<file path="src/rtl/knob_scanner.sv">
// Periodic Avalon-MM sweep of CH_NUM ADC channels into per-channel level registers.
// Optional hysteresis filter: define KNOB_SCANNER_HYST_EN.
module knob_scanner #(
    parameter int CH_NUM          = 8,
    parameter int DW              = 8,
    parameter int SYS_CLK_FREQ_HZ = 25000000,
    parameter int SCAN_FREQ_HZ    = 100,
    parameter int HYST            = 2,
    parameter int TIMEOUT_CYC     = 4095,
    localparam int AW             = $clog2(CH_NUM)
) (
    input  logic                 clk_i,
    input  logic                 srst_i,
    input  logic                 scan_en_i,
    output logic [AW-1:0]        ads_address_o,
    output logic                 ads_read_o,
    input  logic [DW-1:0]        ads_readdata_i,
    input  logic                 ads_readdatavalid_i,
    output logic [CH_NUM*DW-1:0] knob_level_o,
    output logic [CH_NUM-1:0]    knob_changed_o,
    output logic                 scan_done_o,
    output logic                 timeout_o
);

    localparam int PERIOD = SYS_CLK_FREQ_HZ / SCAN_FREQ_HZ;
    localparam int TW     = (PERIOD > 1) ? $clog2(PERIOD) : 1;
    localparam int TOW    = $clog2(TIMEOUT_CYC + 1);

    typedef enum logic [1:0] {IDLE, READ, GAP} state_t;

    state_t                   state;
    logic [TW-1:0]            timer;
    logic [TOW-1:0]           tcnt;
    logic                     tick;
    logic                     take;
    logic                     tmo_hit;
    logic                     last_ch;
    logic [CH_NUM-1:0][DW-1:0] lvl;
    logic [CH_NUM-1:0]        upd;

    assign tick    = (timer == TW'(PERIOD - 1));
    assign take    = (state == READ) && ads_readdatavalid_i;
    assign tmo_hit = (state == READ) && !ads_readdatavalid_i && (tcnt == TOW'(TIMEOUT_CYC - 1));
    assign last_ch = (ads_address_o == AW'(CH_NUM - 1));
    assign knob_level_o = lvl;

    always_ff @(posedge clk_i) begin
        if (srst_i)    timer <= '0;
        else if (tick) timer <= '0;
        else           timer <= timer + TW'(1);
    end

    // The address register doubles as the channel index.
    always_ff @(posedge clk_i) begin
        if (srst_i) begin
            state         <= IDLE;
            ads_address_o <= '0;
            ads_read_o    <= 1'b0;
            tcnt          <= '0;
            scan_done_o   <= 1'b0;
            timeout_o     <= 1'b0;
        end else begin
            scan_done_o <= 1'b0;
            case (state)
                IDLE: begin
                    if (tick && scan_en_i) begin
                        state         <= READ;
                        ads_address_o <= '0;
                        ads_read_o    <= 1'b1;
                        tcnt          <= '0;
                    end
                end
                READ: begin
                    if (take || tmo_hit) begin
                        state       <= GAP;
                        ads_read_o  <= 1'b0;
                        scan_done_o <= last_ch;
                        if (tmo_hit) timeout_o <= 1'b1;
                    end else begin
                        tcnt <= tcnt + TOW'(1);
                    end
                end
                GAP: begin
                    if (last_ch) begin
                        state <= IDLE;
                    end else begin
                        state         <= READ;
                        ads_address_o <= ads_address_o + AW'(1);
                        ads_read_o    <= 1'b1;
                        tcnt          <= '0;
                    end
                end
                default: state <= IDLE;
            endcase
        end
    end

`ifdef KNOB_SCANNER_HYST_EN
    logic [CH_NUM-1:0] seen;

    // One extra sign bit keeps the difference from wrapping at full scale.
    for (genvar n = 0; n < CH_NUM; n++) begin : g_ch
        logic signed [DW:0] diff;
        logic signed [DW:0] mag;
        assign diff   = $signed({1'b0, ads_readdata_i}) - $signed({1'b0, lvl[n]});
        assign mag    = diff[DW] ? -diff : diff;
        assign upd[n] = !seen[n] || (mag > $signed((DW+1)'(HYST)));
    end

    always_ff @(posedge clk_i) begin
        if (srst_i) begin
            seen <= '0;
        end else if (take) begin
            for (int n = 0; n < CH_NUM; n++)
                if (ads_address_o == AW'(n)) seen[n] <= 1'b1;
        end
    end
`else
    for (genvar n = 0; n < CH_NUM; n++) begin : g_ch
        assign upd[n] = 1'b1;
    end
`endif

    always_ff @(posedge clk_i) begin
        if (srst_i) begin
            lvl            <= '0;
            knob_changed_o <= '0;
        end else begin
            knob_changed_o <= '0;
            if (take) begin
                for (int n = 0; n < CH_NUM; n++) begin
                    if (ads_address_o == AW'(n) && upd[n]) begin
                        lvl[n]            <= ads_readdata_i;
                        knob_changed_o[n] <= (ads_readdata_i != lvl[n]);
                    end
                end
            end
        end
    end

endmodule

</file>
<file path="config.mk">
export PLATFORM = sky130hd
export DESIGN_NAME = knob_scanner
export DESIGN_NICKNAME = d
export VERILOG_FILES = /design/src/rtl/knob_scanner.sv
export SDC_FILE = /design/constraint.sdc
export NUM_CORES = 1
export LEC_CHECK = 0
export CAP_MARGIN = 5
export CORE_UTILIZATION = 44
export CTS_BUF_LIST = sky130_fd_sc_hd__clkbuf_8 sky130_fd_sc_hd__clkbuf_16
export DETAILED_ROUTE_END_ITERATION = 6
export GPL_TIMING_DRIVEN = 0
export PLACE_DENSITY = 0.66
export SLEW_MARGIN = 20
export SYNTH_ARGS = -nofsm -noshare
export SYNTH_HDL_FRONTEND = slang
export SYNTH_SLANG_ARGS = --single-unit
</file>
<file path="constraint.sdc">
create_clock -name clk_i -period 5.4 [get_ports clk_i]
set_input_delay 1.35 -clock clk_i [delete_from_list [all_inputs] [get_ports clk_i]]
set_output_delay 1.35 -clock clk_i [all_outputs]
set_load 0.05 [all_outputs]
</file>
-- Word level (Yosys, flattened, before mapping)
Index checks and enable logic that the tools add are counted.
- register bits: 110
- input port bits: 12
- output and inout port bits: 78
- word-level logic and storage cells: 108
- $add $sub $neg: 3
- eq/ne operators: 23
- muxes and demuxes: 15
- bitwise logic cells: 11
- reduce and logical (&&, ||, !) cells: 33
- operator list (cell ; count):
    inequality test 8 bit ; 8
    2-to-1 mux 12 bit ; 3
    one-hot mux 12 bit (3 select lines) ; 1
    OR reduction 3 bit ; 9
    adder 18 x 1 -> 18 bit (second input constant) ; 1
    == test 18 bit (second input constant) ; 1
    AND reduction 2 bit ; 9
    adder 12 x 1 -> 12 bit (second input constant) ; 1
    == test 12 bit (second input constant) ; 1
    == test 3 bit (second input constant) ; 4
    inverter 1 bit ; 11
    AND reduction 4 bit ; 2
    == test 3 x 2 -> 1 bit (second input constant) ; 2
    2-to-1 mux 3 bit ; 2
    inequality test 2 bit (second input constant) ; 3
    one-hot mux 2 bit (3 select lines) ; 1
    one-hot mux 3 bit (2 select lines) ; 1
    AND reduction 3 bit ; 2
    logical AND 1 bit ; 4
    2-to-1 mux 1 bit ; 4
    2-to-1 mux 2 bit ; 2
    adder 3 x 1 -> 3 bit (second input constant) ; 1
    == test 3 x 1 -> 1 bit (second input constant) ; 1
    zero test 3 bit ; 1
    10 further kinds ; 10

-- Longest topological paths before layout
- depth after elaboration: 6
- gate-level depth with buffers: 7
- depth with buffers taken out: 7

-- Worst setup path after synthesis
Ideal clock, no wire load.
- kind: input to register
- start point: input ads_readdatavalid_i
- end point: register tcnt[8]
- setup time: 0.122 ns
- arrival: 2.776 ns
- data required time: 5.278 ns
- slack: 2.502 ns
- stages on the path: 5
- path buffers: 1
- cell sequence: clkbuf_1 > nand4b_1 > o41ai_1 > nor2_1 > a221o_1
- longest elaborated chain between the ends: 6
- elaborated cells on any way between the ends: 7
- ends and longest elaborated chain (item ; line ; RTL):
    start: declaration ; 18 ; input logic ads_readdatavalid_i,
    zero test 1 bit ; 43 ; assign tmo_hit = (state == READ) && !ads_readdatavalid_i && (tcnt == TOW'(TIMEOUT_CYC - 1));
    logical AND 1 bit (2 in a row) ; 43 ;
    logical OR 1 bit (*) ; 74 ; if (take || tmo_hit) begin
    inequality test 2 bit (no source line) (*) ; -- ;
    AND reduction 4 bit (no source line) (*) ; -- ;
    end signal: assignment ; 80 ; tcnt <= tcnt + TOW'(1);
    end: declaration ; 33 ; logic [TOW-1:0] tcnt;
Every way passes the cells marked *; elsewhere a longest branch is shown, timed or not.
A chain may end at the register's enable or synchronous reset.

-- Worst setup path in the final report
- start point: input srst_i
- end point: register lvl (netlist bit knob_level_o[3])
- RTL lines (item ; line ; RTL):
    start: declaration ; 13 ; input logic srst_i,
    end signal: indexed assignment ; 133 ; lvl[n] <= ads_readdata_i;
    end: declaration ; 38 ; logic [CH_NUM-1:0][DW-1:0] lvl;
No word-level cell between the ends.

==> results by stage <==
Cells and area:
- The area of the multi-input gates is 2760 um^2.
- The fraction of final layout cells with drive strength greater than 1 is under 10%.
- After routing the design area is 6430 um^2.
- The area taken by flip-flops and latches is 2200 um^2.
- The library cell used most frequently in the layout, excluding fill and tap cells, is sky130_fd_sc_hd__dfxtp_1.
- Leaving out fill and tap cells, the most frequent cells in the layout are 110 x sky130_fd_sc_hd__dfxtp_1, 98 x sky130_fd_sc_hd__nand2_1, 80 x sky130_fd_sc_hd__clkdlybuf4s50_1, 72 x sky130_fd_sc_hd__a21oi_1, 72 x sky130_fd_sc_hd__xor2_1.
- The number of fill cells in the layout is 1112.
- The number of antenna diodes in the final layout is 0.
- The finished layout holds approximately 860 standard cells, fillers aside.
- For this run, the post-layout net count is 737.
- The area growth from synthesis to layout is 24.2%.

Global routing:
- The aggregate global-route resource usage is between 20% and 30%.
- The first global-routing pass estimated 23.3 mm of wire.
- Summed over all layers, the global routing overflow is 0.
- The number of antenna violations at the first check in global routing is 0.
- The maximum number of pins on one net before global-route repair is 19.
- The via count of the first global-routing pass is ~4500.

Worst setup path:
- The startpoint identified for the worst register-to-register timing path is tcnt[0].
- The worst-path maximum fanout is 10.
- The biggest cell delay along the critical path is between 600 and 700 ps.
- The start point of the critical path is srst_i.
- The worst-case register-to-register setup slack is just over 3000 ps.
- For the worst flop-to-flop path, the logic depth is 6.
- The element type at the critical path start is a primary input.
- The most prevalent standard cell on the critical path is sky130_fd_sc_hd__buf_1.
- The endpoint identified for the worst register-to-register timing path is tcnt[8].
- For this design, the slowest cell found on the critical path is sky130_fd_sc_hd__buf_1.
- Grouping stages by cell kind, the critical path spends the most delay in buffers and inverters.
- The critical path contains buffers and inverters numbering 4 combined.
- The arrival time reported for the critical path endpoint is 3570 ps.
- The worst setup path is captured at a flip-flop.
- The critical path is of the in -> reg type.
- Walking the worst path, the cells encountered are clkdlybuf4s50_1, clkbuf_1, buf_1, buf_1, a21oi_1.
- The required arrival time at the worst endpoint is 5610 ps.

Drt:
- The total vias in the final route is between 4000 and 5000.
- Using the TritonRoute via totals, the vias-per-cell ratio works out to around 5.5.
- The initial DRC count is roughly 250.
- The detailed-route DRC error count is 0.
- The pre-antenna-repair detailed-routing pass consisted of 4 iterations.
- Once detail routing completed, the nets flagged for antenna violations numbered 0.
- The routed wire length is 14.1 mm.
- The average wire per cell in the routed design is approximately 16 um.

Hold path:
- The depth of the worst hold-timing path is 1.
- The worst hold path begins at timer[0].
- The worst hold path terminates at timer[0].
- The path class of the lowest-slack min-delay path is reg -> reg.

Power and ir drop:
- The power share of the sequential group is 53.8%.
- The static leakage is 2.27 nW.
- The total power of the final layout is 0.00151 W.
- The switching power share of the total is 24.0%.
- The areal power density over the cells is 235 nW/um^2.
- In this run, the clock network consumes 41.0% of the power.
- The reported net switching power is roughly 0.00036 W.
- The maximum VDD drop is around 0.22 mV.
- The internal power of the cells totals between 0.001 and 0.0015 W.
- The part of the total power dissipated in combinational logic is about 5.2%.

Yosys:
- The synthesized area is 5180 um^2.
- The top flip-flop cell by instance count after synthesis is sky130_fd_sc_hd__dfxtp_1.
- The total of flip-flops plus latches after synthesis is 110.
- After technology mapping, the gate count stands at ~630.
- The post-synthesis cell type count is between 50 and 60.
- The number of nets in the synthesized netlist is 646.
- The share of flip-flops with an asynchronous set or reset is 0%.
- The warning count from the yosys run is 0.
- The share of the Yosys chip area taken by registers is 42.5%.
- The average instance in the mapped netlist occupies 8.28 um^2.
- The number of flops mapped to enable cells by yosys is 0.

STA:
- Setup violations remaining at the end of the flow were counted as 0.
- The post-route clock skew is 10.7 ps.
- The count of endpoints failing hold in the final timing report was 0.
- The final setup slack of the worst path is 2040 ps.
- In the finished design, the share of the clock period the worst path needs comes to approximately 62%.
- The smallest clock period supported by the final layout is computed as 3360 ps.
- Measured against its own limit, the worst slew margin works out to 33.8%.
- For the pin with the worst max-slew slack, the measured transition is 981 ps.
- The upper clock frequency limit is between 0.2 and 0.3 GHz.
- The final-report max-slew violation count is 0.
- Setup repair after global routing left no endpoint under its margin.
- In the final timing run, aggregate negative setup slack is 0 ps.

Clock network:
- The H-tree depth is 3.
- The number of buffers inserted during clock tree synthesis is 9.
- The clock tree from TritonCTS is done.
- The number of hold buffers added after CTS is 0.
- Clock-pin slew was measured on the worst setup and hold paths at 70 ps.
- Post-CTS timing repair inserted 0 buffers for setup.
- The longest clock path from root to sink contains 2 buffers.
- The root buffer cell is sky130_fd_sc_hd__clkbuf_16.
- Gates resized during post-CTS repair numbered 0.
- The total number of clock tree sinks is 110.
- The insertion delay of the later-clocked pin in the worst-skew pair is 350 ps.

Floorplan:
- From left edge to right edge, the die measures between 100 and 150 um.
- The initial utilization of the core area, before any placement, comes to 45.3%.
- The die extent in y is between 100 and 150 um.
- The floorplan has 39 rows.
- The area inside the core boundary is around 11000 um^2.
- The die area is ~12000 um^2.
- The number of placed I/O pins is 90.

Place:
- At the placement stage, the worst setup path has a slack of 1710 ps.
- The cell area reported after detailed placement is just over 6000 um^2.
- The count of buffers added on input and output ports is 80.
- The HPWL after detailed placement is 10.1 mm.
- The number of cells after detailed placement is 848.
- Routability-driven placement finished with a final weighted congestion of 0.870.

Run status:
- The flow ran to the end, and the final reports show no timing, DRC or antenna violations.

Flow run:
- Max-cap violations in this run came to 0.
==> sequential cells by signal, summed over array words and instances (netlist names) <==
signal          cells
knob_level_o       64
state               2
ads_address_o       3
scan_done_o         1
ads_read_o          1
timeout_o           1
tcnt               12
knob_changed_o      8
timer              18
==> routing by layer <==
| metal | part of all wire, % | GRT usage [%] | up-vias |
|---|---|---|---|
| li1 | - | - | 2328 |
| met1 | 43 | 31.1 | 2227 |
| met2 | 47 | 38.1 | 164 |
| met3 | 7.1 | 4.06 | 25 |
| met4 | 2.3 | 9.07 | 0 |
| met5 | 0 | 0 | - |
==> cells by family (layout without fill, tap and decap cells) <==
logic type	count (synthesis)	count (layout)	synth area share [%]
XOR/XNOR	78	78	13.2
adder cells (fa/ha/maj)	9	9	2.18
AO/OA/AOI/OAI	114	114	13.4
flip-flops	110	110	42.5
buffers and inverters	56	150	4.21
multiplexers	2	2	0.435
AND/OR/NAND/NOR	256	256	24.0
==> worst max-delay path by stage <==
stage                             endpoint  slack, ps  depth (start not counted)
final                      knob_level_o[3]       2040                          5
after CTS                  knob_level_o[1]       2060                          5
after detailed placement   knob_level_o[1]       1710                          5
after floorplan                    tcnt[8]       2500                          5
after global routing       knob_level_o[3]       1930                          5
after global placement    knob_level_o[47]       1730                          5
==> layout make-up <==
class                      count  share of cell area, %
inverter                      11                  0.642
clock buffer                   9                   3.50
multi-input combinational    459                   42.9
timing repair buffer          80                   12.5
tap                          143                   2.78
buffer                        45                   2.74
sequential                   110                   34.3
clock inverter                 5                  0.720
==> power groups by stage <==
stage	registers (W)	logic (W)	clock network (W)
CTS	0.000814	0.0000780	0.000631
floorplan	0.000833	0.0000516	0
global route	0.000814	0.0000848	0.000666
finish	0.000814	0.0000782	0.000620
detailed placement	0.000833	0.0000777	0
global placement	0.000833	0.0000769	0
==> worst register-to-register path: cells and delay by family (launching register included) <==
family | cells | cell delay, ps
AO/OA/AOI/OAI | 2 | 1190
adder cells (fa/ha/maj) | 1 | 170
buffers and inverters | 1 | 90
flip-flops | 1 | 340
AND/OR/NAND/NOR | 2 | 460
==> per-stage QoR <==
stage	utilization (%)	hold slack, ps
6_report	56.3	451
5_1_grt	56.3	511
3_3_place_gp	53.9	426
2_1_floorplan	-	413
4_1_cts	56.3	456
3_5_place_dp	53.9	441
==> Yosys cell counts (all sizes together), types with 4 or more instances <==
library cell  count  area, um^2
a211oi            9        67.6
nor4             19         149
nand3            65         325
o21ai             8        47.6
and3              9        57.6
ha                9         113
dfxtp           110        2200
nor2             33         124
inv              11        41.3
clkbuf           33         125
nand2            99         374
nor3              6        30.0
nand4             5        31.3
xnor2             6        52.6
a21o              4        31.3
buf              12        51.3
or3               4        25.0
a21oi            72         360
xor2             72         631
(Power assumes the default switching activity.)
